===== config.mk =====
export PLATFORM = sky130hd
export DESIGN_NAME = bcd_disp_drv
export DESIGN_NICKNAME = d
export VERILOG_FILES = /design/src/rtl/bcd_disp_pkg.sv /design/src/rtl/bcd_disp_seg7_decode.sv /design/src/rtl/bcd_disp_drv.sv
export SDC_FILE = /design/constraint.sdc
export NUM_CORES = 1
export LEC_CHECK = 0
export CAP_MARGIN = 20
export CORE_MARGIN = 4
export CORE_UTILIZATION = 60
export CTS_BUF_LIST = sky130_fd_sc_hd__clkbuf_4
export DETAILED_ROUTE_END_ITERATION = 10
export MAX_ROUTING_LAYER = met4
export PLACE_DENSITY = 0.82
export SYNTH_ARGS = -nofsm -noshare
export SYNTH_HDL_FRONTEND = slang
export SYNTH_SLANG_ARGS = --single-unit
export TNS_END_PERCENT = 20

===== constraint.sdc =====
create_clock -name CLK -period 2.48 [get_ports CLK]
set_input_delay 0.496 -clock CLK [delete_from_list [all_inputs] [get_ports CLK]]
set_output_delay 0.496 -clock CLK [all_outputs]
set_load 0.01 [all_outputs]

===== src/rtl/bcd_disp_pkg.sv =====
// rtl/bcd_disp_pkg.sv - shared types and constants for the BCD display driver
// Purpose: FSM state encoding, digit/segment constants and the double-dabble
//          nibble adjust helper used by bcd_disp_drv and seg7_decode.
// Ports:   none (package).
package bcd_disp_pkg;

  typedef enum logic [1:0] {
    IDLE = 2'd0,
    CONV = 2'd1,
    DONE = 2'd2
  } state_t;

  localparam int CONV_BITS = 7;

  localparam logic [3:0] DIGIT_DASH = 4'hF;

  // Active-high segment patterns, bit order {a,b,c,d,e,f,g}
  localparam logic [6:0] SEG_0     = 7'b1111110;
  localparam logic [6:0] SEG_1     = 7'b0110000;
  localparam logic [6:0] SEG_2     = 7'b1101101;
  localparam logic [6:0] SEG_3     = 7'b1111001;
  localparam logic [6:0] SEG_4     = 7'b0110011;
  localparam logic [6:0] SEG_5     = 7'b1011011;
  localparam logic [6:0] SEG_6     = 7'b1011111;
  localparam logic [6:0] SEG_7     = 7'b1110000;
  localparam logic [6:0] SEG_8     = 7'b1111111;
  localparam logic [6:0] SEG_9     = 7'b1111011;
  localparam logic [6:0] SEG_DASH  = 7'b0000001;
  localparam logic [6:0] SEG_BLANK = 7'b0000000;

  // Double-dabble correction: a nibble >= 5 would exceed 9 after the shift
  function automatic logic [3:0] add3(input logic [3:0] n);
    return (n >= 4'd5) ? (n + 4'd3) : n;
  endfunction

endpackage


===== src/rtl/bcd_disp_seg7_decode.sv =====
// rtl/bcd_disp_seg7_decode.sv - BCD digit to seven-segment pattern decoder
// Purpose: combinational decode of one digit into active-high segments.
// Ports:   digit [3:0] in  - BCD digit, 4'hF selects the dash pattern
//          blank       in  - force all segments off
//          seg   [6:0] out - {a,b,c,d,e,f,g}, active-high
module seg7_decode
  import bcd_disp_pkg::*;
(
  input  logic [3:0] digit,
  input  logic       blank,
  output logic [6:0] seg
);

  always_comb begin
    seg = SEG_BLANK;
    if (!blank) begin
      case (digit)
        4'd0:       seg = SEG_0;
        4'd1:       seg = SEG_1;
        4'd2:       seg = SEG_2;
        4'd3:       seg = SEG_3;
        4'd4:       seg = SEG_4;
        4'd5:       seg = SEG_5;
        4'd6:       seg = SEG_6;
        4'd7:       seg = SEG_7;
        4'd8:       seg = SEG_8;
        4'd9:       seg = SEG_9;
        DIGIT_DASH: seg = SEG_DASH;
        default:    seg = SEG_BLANK;
      endcase
    end
  end

endmodule


===== src/rtl/bcd_disp_drv.sv =====
// rtl/bcd_disp_drv.sv - binary 0..99 to 2-digit multiplexed seven-segment driver
// Purpose: synchronise bin_in, convert to BCD with a shift-add-3 FSM and scan
//          the two digits onto a common-anode display.
// Ports:   CLK, RST    in  - board clock, async active-high reset
//          bin_in [6:0] in - binary count
//          tens, ones  out - BCD digits (4'hF each on overflow)
//          ovf         out - last converted value was above 99
//          busy        out - conversion in progress
//          seg [6:0]   out - segments {a..g}, registered
//          an [1:0]    out - digit enables (an[1]=tens), registered
module bcd_disp_drv
  import bcd_disp_pkg::*;
#(
  parameter int SCAN_DIV       = 50000,
  parameter int SEG_ACTIVE_LOW = 1
) (
  input  logic       CLK,
  input  logic       RST,
  input  logic [6:0] bin_in,
  output logic [3:0] tens,
  output logic [3:0] ones,
  output logic       ovf,
  output logic       busy,
  output logic [6:0] seg,
  output logic [1:0] an
);

  localparam logic [6:0] SEG_OFF = (SEG_ACTIVE_LOW != 0) ? 7'h7F : 7'h00;
  localparam logic [1:0] AN_OFF  = (SEG_ACTIVE_LOW != 0) ? 2'b11 : 2'b00;

  state_t      r_state, w_state_n;
  logic [6:0]  r_s_in;
  logic [6:0]  r_last, w_last_n;
  logic [14:0] r_sh, w_sh_n;
  logic [2:0]  r_bit_cnt, w_bit_cnt_n;
  logic [3:0]  r_tens, w_tens_n;
  logic [3:0]  r_ones, w_ones_n;
  logic        r_ovf, w_ovf_n;
  logic        r_busy, w_busy_n;
  logic [14:0] w_adj;

  logic [15:0] r_scan_cnt;
  logic        r_digit_sel;
  logic [3:0]  w_digit;
  logic        w_blank;
  logic [6:0]  w_seg_hi;
  logic [6:0]  r_seg;
  logic [1:0]  r_an;

  assign tens = r_tens;
  assign ones = r_ones;
  assign ovf  = r_ovf;
  assign busy = r_busy;
  assign seg  = r_seg;
  assign an   = r_an;

  // Adjust both BCD nibbles before the shift
  assign w_adj = {add3(r_sh[14:11]), add3(r_sh[10:7]), r_sh[6:0]};

  always_ff @(posedge CLK or posedge RST) begin
    if (RST) begin
      r_state   <= IDLE;
      r_s_in    <= 7'd0;
      r_last    <= 7'd0;
      r_sh      <= 15'd0;
      r_bit_cnt <= 3'd0;
      r_tens    <= 4'd0;
      r_ones    <= 4'd0;
      r_ovf     <= 1'b0;
      r_busy    <= 1'b0;
    end else begin
      r_state   <= w_state_n;
      r_s_in    <= bin_in;
      r_last    <= w_last_n;
      r_sh      <= w_sh_n;
      r_bit_cnt <= w_bit_cnt_n;
      r_tens    <= w_tens_n;
      r_ones    <= w_ones_n;
      r_ovf     <= w_ovf_n;
      r_busy    <= w_busy_n;
    end
  end

  always_comb begin
    w_state_n   = r_state;
    w_last_n    = r_last;
    w_sh_n      = r_sh;
    w_bit_cnt_n = r_bit_cnt;
    w_tens_n    = r_tens;
    w_ones_n    = r_ones;
    w_ovf_n     = r_ovf;
    w_busy_n    = r_busy;
    case (r_state)
      IDLE: begin
        if (r_s_in != r_last) begin
          w_sh_n      = {8'h00, r_s_in};
          w_last_n    = r_s_in;
          w_bit_cnt_n = 3'd0;
          w_busy_n    = 1'b1;
          w_state_n   = CONV;
        end
      end
      CONV: begin
        w_sh_n      = {w_adj[13:0], 1'b0};
        w_bit_cnt_n = r_bit_cnt + 3'd1;
        if (r_bit_cnt == 3'(CONV_BITS - 1)) begin
          w_state_n = DONE;
        end
      end
      DONE: begin
        // Outputs change only here, so they never show a partial result
        if (r_last > 7'd99) begin
          w_tens_n = DIGIT_DASH;
          w_ones_n = DIGIT_DASH;
          w_ovf_n  = 1'b1;
        end else begin
          w_tens_n = r_sh[14:11];
          w_ones_n = r_sh[10:7];
          w_ovf_n  = 1'b0;
        end
        w_busy_n  = 1'b0;
        w_state_n = IDLE;
      end
      default: begin
        w_state_n = IDLE;
        w_busy_n  = 1'b0;
      end
    endcase
  end

  // Digit scan, free-running and independent of the converter
  always_ff @(posedge CLK or posedge RST) begin
    if (RST) begin
      r_scan_cnt  <= 16'd0;
      r_digit_sel <= 1'b0;
    end else if (r_scan_cnt == 16'(SCAN_DIV - 1)) begin
      r_scan_cnt  <= 16'd0;
      r_digit_sel <= ~r_digit_sel;
    end else begin
      r_scan_cnt  <= r_scan_cnt + 16'd1;
    end
  end

  assign w_digit = r_digit_sel ? r_tens : r_ones;
  // Leading-zero blanking applies only to the tens position
  assign w_blank = r_digit_sel && (r_tens == 4'd0) && !r_ovf;

  seg7_decode u_seg7_decode (
    .digit (w_digit),
    .blank (w_blank),
    .seg   (w_seg_hi)
  );

  always_ff @(posedge CLK or posedge RST) begin
    if (RST) begin
      r_seg <= SEG_OFF;
      r_an  <= AN_OFF;
    end else begin
      r_seg <= (SEG_ACTIVE_LOW != 0) ? ~w_seg_hi : w_seg_hi;
      r_an  <= (SEG_ACTIVE_LOW != 0) ? ~(r_digit_sel ? 2'b10 : 2'b01)
                                     :  (r_digit_sel ? 2'b10 : 2'b01);
    end
  end

endmodule


# Word-level counts from Yosys, hierarchy flattened

Memory sizes are Yosys's and may differ from the RTL's.
Cells that the tools add are included.

Logic and storage cells: 60
Memories kept: 1
Register bits after elaboration: 70
ROM bits: 112

Bitwise logic cells: 4
$add $sub $neg: 4
Equality and inequality tests: 7
Multiplexer cells: 18
Reductions and logical operators: 10
$lt $le $gt $ge: 3

Memory list:

| memory           | depth | width | rd ports | clocked after Yosys merged registers in | write ports | RTL line                   | RTL |
|---|---|---|---|---|---|---|---|
| (name not given) | 16    | 7     | 1        | 0                                       | 0           | bcd_disp_seg7_decode.sv:17 | `case (digit)` |

Operators with widths:

| kind                                                                   | number |
|---|---|
| 15-bit case mux with 2 select lines                                    | 1 |
| 16-bit by 1-bit adder with 16-bit output (second input constant)       | 1 |
| 16-bit == test (second input constant)                                 | 1 |
| 16-bit 2-to-1 mux                                                      | 1 |
| 4-bit 2-to-1 mux                                                       | 4 |
| 15-bit 2-to-1 mux                                                      | 1 |
| 4-bit by 3-bit >= comparator with 1-bit output (second input constant) | 2 |
| 2-bit AND reduction                                                    | 4 |
| 7-bit greater-than comparator (second input constant)                  | 1 |
| 7-bit 2-to-1 mux                                                       | 1 |
| 7-bit != test                                                          | 1 |
| 7-bit inverter                                                         | 1 |
| 2-bit 2-to-1 mux                                                       | 3 |
| 3-bit 2-to-1 mux                                                       | 2 |
| 3-bit case mux with 2 select lines                                     | 1 |
| 4-bit by 2-bit adder with 4-bit output (second input constant)         | 1 |
| 4-bit zero test                                                        | 1 |
| 2-bit != test (second input constant)                                  | 2 |
| 2-bit case mux with 2 select lines                                     | 1 |
| 3-bit by 1-bit adder with 3-bit output (second input constant)         | 1 |
| 3-bit by 2-bit adder with 3-bit output (second input constant)         | 1 |
| 3-bit == test (second input constant)                                  | 1 |
| 2-bit by 1-bit == test with 1-bit output (second input constant)       | 1 |
| 2-bit == test (second input constant)                                  | 1 |
| 8 further kinds                                                        | 11 |

# Depth between registers and ports, before layout

Gate-level depths: netlist of run 1.

Depth in word-level cells: 5
Mapped depth: 7

# Cells and area by module

Synthesis of run 1 repeated with hierarchy kept, for this count alone.

Cell total of the unflattened synthesis: 306
Area, all modules: 3397.0 um^2

By module, submodules not included:

| module       | sequential area each (um^2) | times used | cells each | area an instance (um^2) |
|---|---|---|---|---|
| bcd_disp_drv | 1762.9                      | 1          | 269        | 3150.5 |
| seg7_decode  | 0.0                         | 1          | 37         | 246.5 |

# Worst setup path after synthesis of run 1

No wires, ideal clock.

Path type: flip-flop to flip-flop
From: register r_scan_cnt[5]
To: register r_scan_cnt[9]
Data arrival time: 1.628 ns
Path slack: 0.734 ns
Required time: 2.362 ns
Period minus slack after synthesis: 1.746 ns
Stages on the path, launching flop included: 5
Path buffers: 0
Cells stage by stage: dfrtp_1 -> or4b_4 -> nor4_4 -> o21ai_2 -> a21o_1

Cells in the longest elaborated chain, start to end: 2

RTL lines:

| item                                                                       | RTL line                                 | RTL |
|---|---|---|
| from (decl)                                                                | bcd_disp_drv.sv:42                       | `logic [15:0] r_scan_cnt;` |
| from (signal assigned)                                                     | bcd_disp_drv.sv:140                      | `r_scan_cnt <= r_scan_cnt + 16'd1;` |
| 16-bit by 1-bit adder with 16-bit output or 16-bit == test (tied branches) | bcd_disp_drv.sv:140, bcd_disp_drv.sv:136 |  |
| 16-bit 2-to-1 mux *                                                        | bcd_disp_drv.sv:136                      | `end else if (r_scan_cnt == 16'(SCAN_DIV - 1)) begin` |

Every way passes the cells marked *; elsewhere a longest branch is shown, timed or not.
A chain may end at the register's enable or synchronous reset.

# Worst setup path in the final report of run 1

From: register r_an[0] (netlist: an[0])
To: output port an[0]

RTL lines:

| item                   | RTL line            | RTL |
|---|---|---|
| from (decl)            | bcd_disp_drv.sv:48  | `logic [1:0] r_an;` |
| from (signal assigned) | bcd_disp_drv.sv:160 | `r_an <= (SEG_ACTIVE_LOW != 0) ? ~(r_digit_sel ? 2'b10 : 2'b01)` |
| to (decl)              | bcd_disp_drv.sv:25  | `output logic [1:0] an` |

No word-level cell between the ends.

==> results.toml, run 1 <==
[run_status]
outcome = "completed"

[route]
viasPerCell = 5.55
wire_per_inst_um = 14.2
antenna_left = 0
first_pass_iters = 4
wirelength_mm = 5.81
drc = 0
vias = 2276
drtIter0Drc = 58

[logic_synthesis]
ys_warn_count = 0
synth_seq_cells = 70
synthFlopType = "dfrtp_1"
synth_edf_count = 0
synth_area_leader_cell = "dfrtp_1"
syn_avg_cell_area_um2 = 10.8
synth_seq_area_share = 0.542
syn-cell-area_um2 = 3260
synth.top_cell.area_share = 0.469
syn_inst = 301
async_reset_ff_frac = 1.00
synth_nets = 323
synth_cell_types = 45
yosys-top-cells-area = "dfrtp_1 (47%), dfstp_2 (7.3%), nand2_1 (5.4%), ha_1 (5.0%), xnor2_1 (3.5%)"

[floorplanning]
die_w_um = 81.7
start_util = 0.629
num_io_pins = 28
die_y_um = 81.7
coreArea_um2 = 5170
die_area_um2 = 6670
rows = 26

[critical_path]
critPathMaxFanout = 1
worst-path-stages = 1
critPathBufInv = 1
start_kind = "register"
critical_path_class = "reg2out"
cp.required_ns = 1.98
critical-path-top-delay-family = "flip-flops"
crit_arrival_ns = 1.45
crit_slowest_cell = "dfstp_2"
cpPeakStageDelay_ns = 0.53
setup.worst_path.end_class = "output pin"
rr_worst_depth = 4
crit_chain = "clkdlybuf4s50_1"

[final_layout]
fillers = 360
layout.nets = 357
fin_area_um2 = 3750
diodes = 0
area_growth_syn_to_layout_pct = 15.1
layout-drive-gt1-share = 0.132

[global_route]
grt_max_degree = 30
antenna_found_initial = 0
grt_pass1_vias = 2240
grt_pass1_wl_mm = 10.1
grt_usage = 0.205
grt_overflow = 0

[power]
powerDensity_nw_per_um2 = 1080
irDropWorstVdd_v = 0.000706
p_leak_nw = 1.67

[timing]
fin_crit_ns = 1.94
worst_pin_slew_ns = 0.643
fin_crit_sh = 0.784
fin_tns_setup_ns = 0
setup_viol = 0
slew_headroom = 0.567
rsz0062_at_grt = "no"
fmax_mhz = 514
finalHoldViolCount = 0
setup_slack_ns = 0.536
slew_violations = 0
finClkSkew_ns = 0.0214

[clock_tree]
cts_tree = "yes"
clk_latency_ns = 0.41
hold_buffers = 0
root_buffer = "clkbuf_4"
cts_resized = 0
cts-htree-levels = 3
clockBufferDepth = 2
post-cts-setup-buffer-count = 0
clkTransAtPathRegs_ns = 0.11
cts_buffers = 9
cts_sinks = 70

[placed_design]
dpl_cell_area_um2 = 3610
numPortBuffers = 27
gp_congestion = 0.903
pre_cts_ws_ns = 0.589
place_hpwl_mm = 4.22

[flow_run]
drv_cap = 0

[hold_path]
hold_class = "in2async"
## cells in the mapped netlist, types with 2 or more instances
cell / n
nand4_1: 5
o22ai_1: 3
clkbuf_1: 7
nor4_1: 4
nand3_1: 14
nand2_1: 47
xnor2_1: 13
a31oi_1: 2
dfstp_2: 9
a22o_1: 3
xor2_1: 9
ha_1: 13
mux2_2: 6
o2bb2ai_1: 3
o221a_2: 5
inv_1: 15
o21bai_1: 2
nand2b_1: 5
mux2i_1: 10
o211ai_1: 5
a21oi_1: 5
dfrtp_1: 61
nor2_1: 20
or2_2: 2
o21ai_0: 13
## cells by family (layout without fill, tap and decap cells)
kind of cell | count (synthesis) | after routing | share of synthesized area
compound gates | 50 | 50 | 0.111
xor+xnor | 22 | 22 | 0.0592
fa+ha+maj | 13 | 13 | 0.0500
buf+inv | 23 | 62 | 0.0269
flops | 70 | 70 | 0.542
mux | 16 | 16 | 0.0515
simple gates | 107 | 107 | 0.160
## final timing paths
path	start	to	slack [ns]
min in group CLK	r_last[1]$_DFFE_PP0P_	r_last[1]$_DFFE_PP0P_	0.51
setup reg to reg	r_scan_cnt[5]$_DFF_PP0_	r_scan_cnt[9]$_DFF_PP0_	0.60
hold / removal	RST	r_scan_cnt[9]$_DFF_PP0_	0.45
hold reg to reg	r_last[1]$_DFFE_PP0P_	r_last[1]$_DFFE_PP0P_	0.51
max in group asynchronous	RST	ones[2]$_DFFE_PP0N_	1.40
setup / recovery	an[0]$_DFF_PP1_	an[0]	0.54
## sequential cells by signal, indices dropped and copies added, names as in the netlist
| name | cells |
|---|---|
| r_scan_cnt | 16 |
| r_sh | 15 |
| r_last | 7 |
| r_s_in | 7 |
| seg | 7 |
| ones | 4 |
| tens | 4 |
| r_bit_cnt | 3 |
| an | 2 |
| r_state | 2 |
| busy | 1 |
| ovf | 1 |
| r_digit_sel | 1 |
## power by group
| part | leakage, nW | internal [W] | switching [W] | total, W |
|---|---|---|---|---|
| clock | 0.0771 | 0.000348 | 0.000348 | 0.000696 |
| sequential | 0.855 | 0.00153 | 0.000269 | 0.00179 |
| combinational | 0.739 | 0.000777 | 0.000762 | 0.00154 |
## per-layer routing
metal | track usage | vias up | share of wire
met1 | 0.245 | 1114 | 0.46
met3 | 0.0658 | 6 | 0.036
li1 | - | 1121 | -
met2 | 0.334 | 35 | 0.49
met5 | - | - | 0
met4 | 0.0615 | 0 | 0.010
## layout by cell type, fill, tap and decap left out, types with 6 or more instances in the layout
cell type,count
ha_1,13
nand2_1,47
clkdlybuf4s50_1,27
mux2i_1,10
clkbuf_4,13
nand3_1,14
dfstp_2,9
dfrtp_1,61
o21ai_0,13
mux2_2,6
nor2_1,20
inv_1,14
xnor2_1,13
xor2_1,9
## through the flow
stage,utilization,hold slack [ns],cells,power [W]
6_report,0.724,0.451,410,0.00403
4_1_cts,0.724,0.436,410,0.00406
3_5_place_dp,0.698,0.490,394,0.00336
2_1_floorplan,-,0.353,301,0.00283
3_3_place_gp,0.698,0.470,394,0.00330
5_1_grt,0.724,0.478,410,0.00434
## layout make-up
| type | count | area, um2 | share of cell area |
|---|---|---|---|
| clock inverters | 3 | 37.5 | 0.0100 |
| repair buffers | 31 | 300 | 0.0801 |
| inverters | 15 | 56.3 | 0.0150 |
| well taps | 70 | 87.6 | 0.0234 |
| clock buffers | 13 | 97.6 | 0.0260 |
| flip-flops and latches | 70 | 1760 | 0.470 |
| multi-input cells | 208 | 1410 | 0.375 |
Note: power is estimated with default switching activity, not from simulation.
==> inputs of run 2 (changes only) <==
==> constraint.sdc (replaced) <==
create_clock -name CLK -period 2 [get_ports CLK]
set_input_delay 0.4 -clock CLK [delete_from_list [all_inputs] [get_ports CLK]]
set_output_delay 0.4 -clock CLK [all_outputs]
set_load 0.01 [all_outputs]
==> results.toml, run 2 (synthesized netlist as in run 1, its figures left out) <==
[run_status]
outcome = "completed"

[floorplanning]
die_y_um = 81.7
rows = 26
coreArea_um2 = 5170
start_util = 0.629
die_area_um2 = 6670
die_w_um = 81.7
num_io_pins = 28

[final_layout]
max_flop_register = "r_scan_cnt"
seqCellArea_um2 = 1760
diodes = 0
layout-drive-gt1-share = 0.145
top_regs = "r_scan_cnt: 16 flops, r_sh: 15 flops"
final_cell_mix = "dfrtp_1 (61), nand2_1 (47), clkdlybuf4s50_1 (27)"
layout.nets = 361
fin_area_um2 = 3780
area_growth_syn_to_layout_pct = 16.3
multi_input_area_um2 = 1410
fillers = 358
final_common_cell = "dfrtp_1"
largest_reg_flops = 16

[timing]
fin_crit_ns = 1.89
fin_crit_sh = 0.944
fmax_mhz = 530
setup_viol = 0
hold_ws_ns = 0.344
finClkSkew_ns = 0.0148
slew_headroom = 0.623
rsz0062_at_grt = "no"
finalHoldViolCount = 0
slew_violations = 0
fin_tns_setup_ns = 0
worst_pin_slew_ns = 0.560

[global_route]
antenna_found_initial = 0
grt_usage = 0.211
grt_overflow = 0
grt_max_degree = 33
grt_pass1_wl_mm = 10.3
grt_pass1_vias = 2265

[critical_path]
critPathBufInv = 1
crit_chain = "clkdlybuf4s50_1"
timing.rr.start = "r_digit_sel$_DFFE_PP0N_"
r2r-end = "seg[0]$_DFF_PP1_"
critical_path_class = "reg2out"
critPathMaxFanout = 1
rr_worst_depth = 6
setup.worst_path.end_class = "output pin"
crit_arrival_ns = 1.49
crit_slowest_cell = "dfstp_2"
start_kind = "register"
worst-path-stages = 1
crit_start = "an[0]$_DFF_PP1_"
critical-path-top-delay-family = "flip-flops"
cpPeakStageDelay_ns = 0.54
cp.required_ns = 1.60
rrSetupSlack_ns = 0.17
cp-endpoint = "an[0]"

[power]
powerDensity_nw_per_um2 = 1300
p_sw_w = 0.00178
irDropWorstVdd_v = 0.000917
seq_power_share = 0.454
power_w = 0.00494
p_leak_nw = 1.68
switching_share = 0.361
intPower_w = 0.00315
power.share.clock = 0.152
combPwrFrac = 0.394

[clock_tree]
cts-htree-levels = 3
cts_buffers = 9
post-cts-setup-buffer-count = 0
clkTransAtPathRegs_ns = 0.11
root_buffer = "clkbuf_4"
cts_resized = 0
clockBufferDepth = 2
cts_tree = "yes"
clk_latency_ns = 0.42
hold_buffers = 0
cts_sinks = 70

[placed_design]
numPortBuffers = 27
dpl_cell_area_um2 = 3670
place_hpwl_mm = 4.27
gp_congestion = 0.922

[route]
antenna_left = 0
first_pass_iters = 6
viasPerCell = 5.67
drc = 0
wirelength_mm = 5.99
vias = 2346
wire_per_inst_um = 14.5
drtIter0Drc = 112

[flow_run]
drv_cap = 0

[hold_path]
hold_class = "in2async"
-- run 2: cell count changes in the layout (fill, tap and decap cells not counted), sizes merged --
| cell | delta |
|---|---|
| clkinv | +1 |
| clkbuf | -2 |
| bufinv | -1 |
| clkinvlp | +3 |
| inv | -1 |
| buf | +4 |
-- run 2: how the worst min path moves through the flow --
| stage | startpoint | to |
|---|---|---|
| after floorplan | r_digit_sel$_DFFE_PP0N_ | an[0]$_DFF_PP1_ |
| after global placement | r_scan_cnt[15]$_DFF_PP0_ | r_scan_cnt[15]$_DFF_PP0_ |
| after detailed placement | r_scan_cnt[15]$_DFF_PP0_ | r_scan_cnt[15]$_DFF_PP0_ |
| after CTS | RST | r_scan_cnt[11]$_DFF_PP0_ |
| after global routing | RST | r_scan_cnt[11]$_DFF_PP0_ |
| final | RST | r_scan_cnt[2]$_DFF_PP0_ |
-- run 2: layout make-up --
class	instances	share of cell area
clock buffers	11	0.0218
multi-input cells	208	0.372
flip-flops and latches	70	0.466
well taps	70	0.0231
clock inverters	5	0.00727
inverters	15	0.0159
repair buffers	35	0.0939
-- run 2: layer usage --
metal | part of all wire | vias up | wire, um | GRT usage
met5 | 0 | - | 0 | -
met1 | 0.45 | 1145 | 2720 | 0.267
li1 | - | 1127 | - | -
met2 | 0.48 | 55 | 2900 | 0.321
met3 | 0.037 | 19 | 220 | 0.0526
met4 | 0.026 | 0 | 157 | 0.103
-- run 2: metrics by stage --
stage | setup slack, ns | utilization | std cells
3_3_place_gp | 0.264 | 0.710 | 398
2_1_floorplan | 0.254 | - | 301
5_1_grt | 0.0494 | 0.732 | 414
3_5_place_dp | 0.176 | 0.710 | 398
6_report | 0.113 | 0.732 | 414
4_1_cts | 0.0851 | 0.731 | 414
-- run 2: power groups by stage --
stage / clock, W / sequential (W) / combinational [W]
CTS: 0.000786 / 0.00224 / 0.00195
global route: 0.000848 / 0.00230 / 0.00219
detailed placement: 0 / 0.00226 / 0.00194
floorplan: 0 / 0.00225 / 0.00126
global placement: 0 / 0.00225 / 0.00188
finish: 0.000753 / 0.00224 / 0.00194
-- run 2: worst register-to-register path, cell delays in order, from the launching register on --
cell and delay, ns:
dfrtp_1 0.59, mux2i_1 0.48, inv_1 0.16, ha_1 0.22
nand2_1 0.06, a21oi_1 0.06, a31oi_1 0.18
==> inputs of run 3 (changes only) <==
--- a/config.mk
+++ b/config.mk
@@ -7,11 +7,10 @@
 export LEC_CHECK = 0
 export CAP_MARGIN = 20
 export CORE_MARGIN = 4
-export CORE_UTILIZATION = 60
+export CORE_UTILIZATION = 40
 export CTS_BUF_LIST = sky130_fd_sc_hd__clkbuf_4
 export DETAILED_ROUTE_END_ITERATION = 10
 export MAX_ROUTING_LAYER = met4
-export PLACE_DENSITY = 0.82
 export SYNTH_ARGS = -nofsm -noshare
 export SYNTH_HDL_FRONTEND = slang
 export SYNTH_SLANG_ARGS = --single-unit
==> results.toml, run 3 (synthesized netlist as in run 1, its figures left out) <==
[timing]
finClkSkew_ns = 0.0142
fmax_mhz = 542
fin_crit_sh = 0.922
setup_viol = 0
rsz0062_at_grt = "no"
slew_headroom = 0.632
finalHoldViolCount = 0
fin_tns_setup_ns = 0
fin_crit_ns = 1.84
slew_violations = 0
worst_pin_slew_ns = 0.547

[global_route]
grt_pass1_vias = 2254
antenna_found_initial = 0
grt_usage = 0.139
grt_max_degree = 71
grt_pass1_wl_mm = 10.6
grt_overflow = 0

[final_layout]
top_regs = "r_scan_cnt: 16 flops, r_sh: 15 flops"
area_growth_syn_to_layout_pct = 18.5
diodes = 0
fin_util = 0.494
seqCellArea_um2 = 1760
layout.nets = 361
fillers = 717
final_common_cell = "dfrtp_1"
max_flop_register = "r_scan_cnt"
largest_reg_flops = 16
layout-drive-gt1-share = 0.148
final_cell_mix = "dfrtp_1 (61), nand2_1 (47), clkdlybuf4s50_1 (27)"
fin_area_um2 = 3860
multi_input_area_um2 = 1410

[critical_path]
critPathBufInv = 1
critical_path_class = "reg2out"
crit_slowest_cell = "dfstp_2"
start_kind = "register"
cpPeakStageDelay_ns = 0.53
setup.worst_path.end_class = "output pin"
crit_arrival_ns = 1.44
crit_chain = "clkdlybuf4s50_1"
critical-path-top-delay-family = "flip-flops"
critPathMaxFanout = 1
cp.required_ns = 1.60

[clock_tree]
cts_sinks = 70
cts_buffers = 9
cts-htree-levels = 3
clkTransAtPathRegs_ns = 0.12
hold_buffers = 0
post-cts-setup-buffer-count = 0
root_buffer = "clkbuf_4"
cts_tree = "yes"
clk_latency_ns = 0.40
clockBufferDepth = 2

[floorplanning]
num_io_pins = 28
die_y_um = 98.2
die_area_um2 = 9650
die_w_um = 98.2
coreArea_um2 = 7810
rows = 32
start_util = 0.417

[route]
wire_per_inst_um = 13.5
drc = 0
antenna_left = 0
vias = 2274
drtIter0Drc = 111
wirelength_mm = 6.02
first_pass_iters = 4
viasPerCell = 5.10

[power]
p_leak_nw = 1.71
p_sw_w = 0.00175
irDropWorstVdd_v = 0.000954
intPower_w = 0.00342
powerDensity_nw_per_um2 = 1340
power_w = 0.00517
power.share.clock = 0.192
switching_share = 0.339
combPwrFrac = 0.377
seq_power_share = 0.431

[placed_design]
numPortBuffers = 27
dpl_cell_area_um2 = 3700
gp_congestion = 0.877
place_hpwl_mm = 4.23

[hold_path]
hold_class = "in2async"

[run_status]
outcome = "completed"

[flow_run]
drv_cap = 0
[run 3: cell types whose count changed in the layout (fill, tap and decap cells not counted)]
cell	previous run	this run
buf_12	2	1
buf_4	6	7
bufinv_16	0	2
clkinv_1	2	1
clkinv_2	1	2
clkinvlp_4	3	1
[run 3: worst reg2reg max path: cells and delay by family (launching register included)]
kind            cells  cell delay [ns]
flops               1             0.45
compound gates      2             0.28
simple gates        2             0.98
[run 3: metrics by stage]
stage / worst slack [ns] / instances / hold WS (ns)
detailed placement: 0.119 / 430 / 0.480
CTS: 0.0867 / 446 / 0.396
global route: 0.0187 / 446 / 0.389
floorplan: 0.254 / 301 / 0.353
global placement: 0.198 / 430 / 0.476
finish: 0.156 / 446 / 0.421
[run 3: area by class of cell]
cell class              instances  share of cell area
clock buffers                  11              0.0214
clock inverters                 5              0.0191
inverters                      15              0.0156
multi-input cells             208               0.365
flip-flops and latches         70               0.457
well taps                     102              0.0331
repair buffers                 35              0.0888
[run 3: power groups by stage]
stage | Clock [W] | Sequential [W] | Combinational, W
floorplan | 0 | 0.00225 | 0.00126
global placement | 0 | 0.00224 | 0.00193
detailed placement | 0 | 0.00225 | 0.00197
CTS | 0.00103 | 0.00223 | 0.00198
global route | 0.00109 | 0.00230 | 0.00219
finish | 0.000992 | 0.00223 | 0.00195
[run 3: routing by layer]
layer	vias up	GRT usage	wire [um]
met2	43	0.218	2880
met3	9	0.0414	227
met4	0	0.0441	89
li1	1125	-	-
met1	1097	0.172	2820
met5	-	-	0
[run 3: path summary, 6_finish.rpt]
kind | from | end | slack (ns) | cells after the start
setup / recovery | seg[6]$_DFF_PP1_ | seg[6] | 0.16 | 1
hold / removal | RST | r_scan_cnt[15]$_DFF_PP0_ | 0.42 | 3
setup reg to reg | r_scan_cnt[5]$_DFF_PP0_ | r_scan_cnt[9]$_DFF_PP0_ | 0.18 | 4
hold reg to reg | r_scan_cnt[15]$_DFF_PP0_ | r_scan_cnt[15]$_DFF_PP0_ | 0.50 | 1
max in group asynchronous | RST | seg[6]$_DFF_PP1_ | 1.24 | 3
min in group CLK | bin_in[0] | r_s_in[0]$_DFF_PP0_ | 0.43 | 1
[run 3: what timing repair did]
action / 4_1_cts / 5_1_grt
hold endpoints to repair: 0 / 0
resized for setup: 0 / 2
endpoints found under the setup margin: 0 / 5
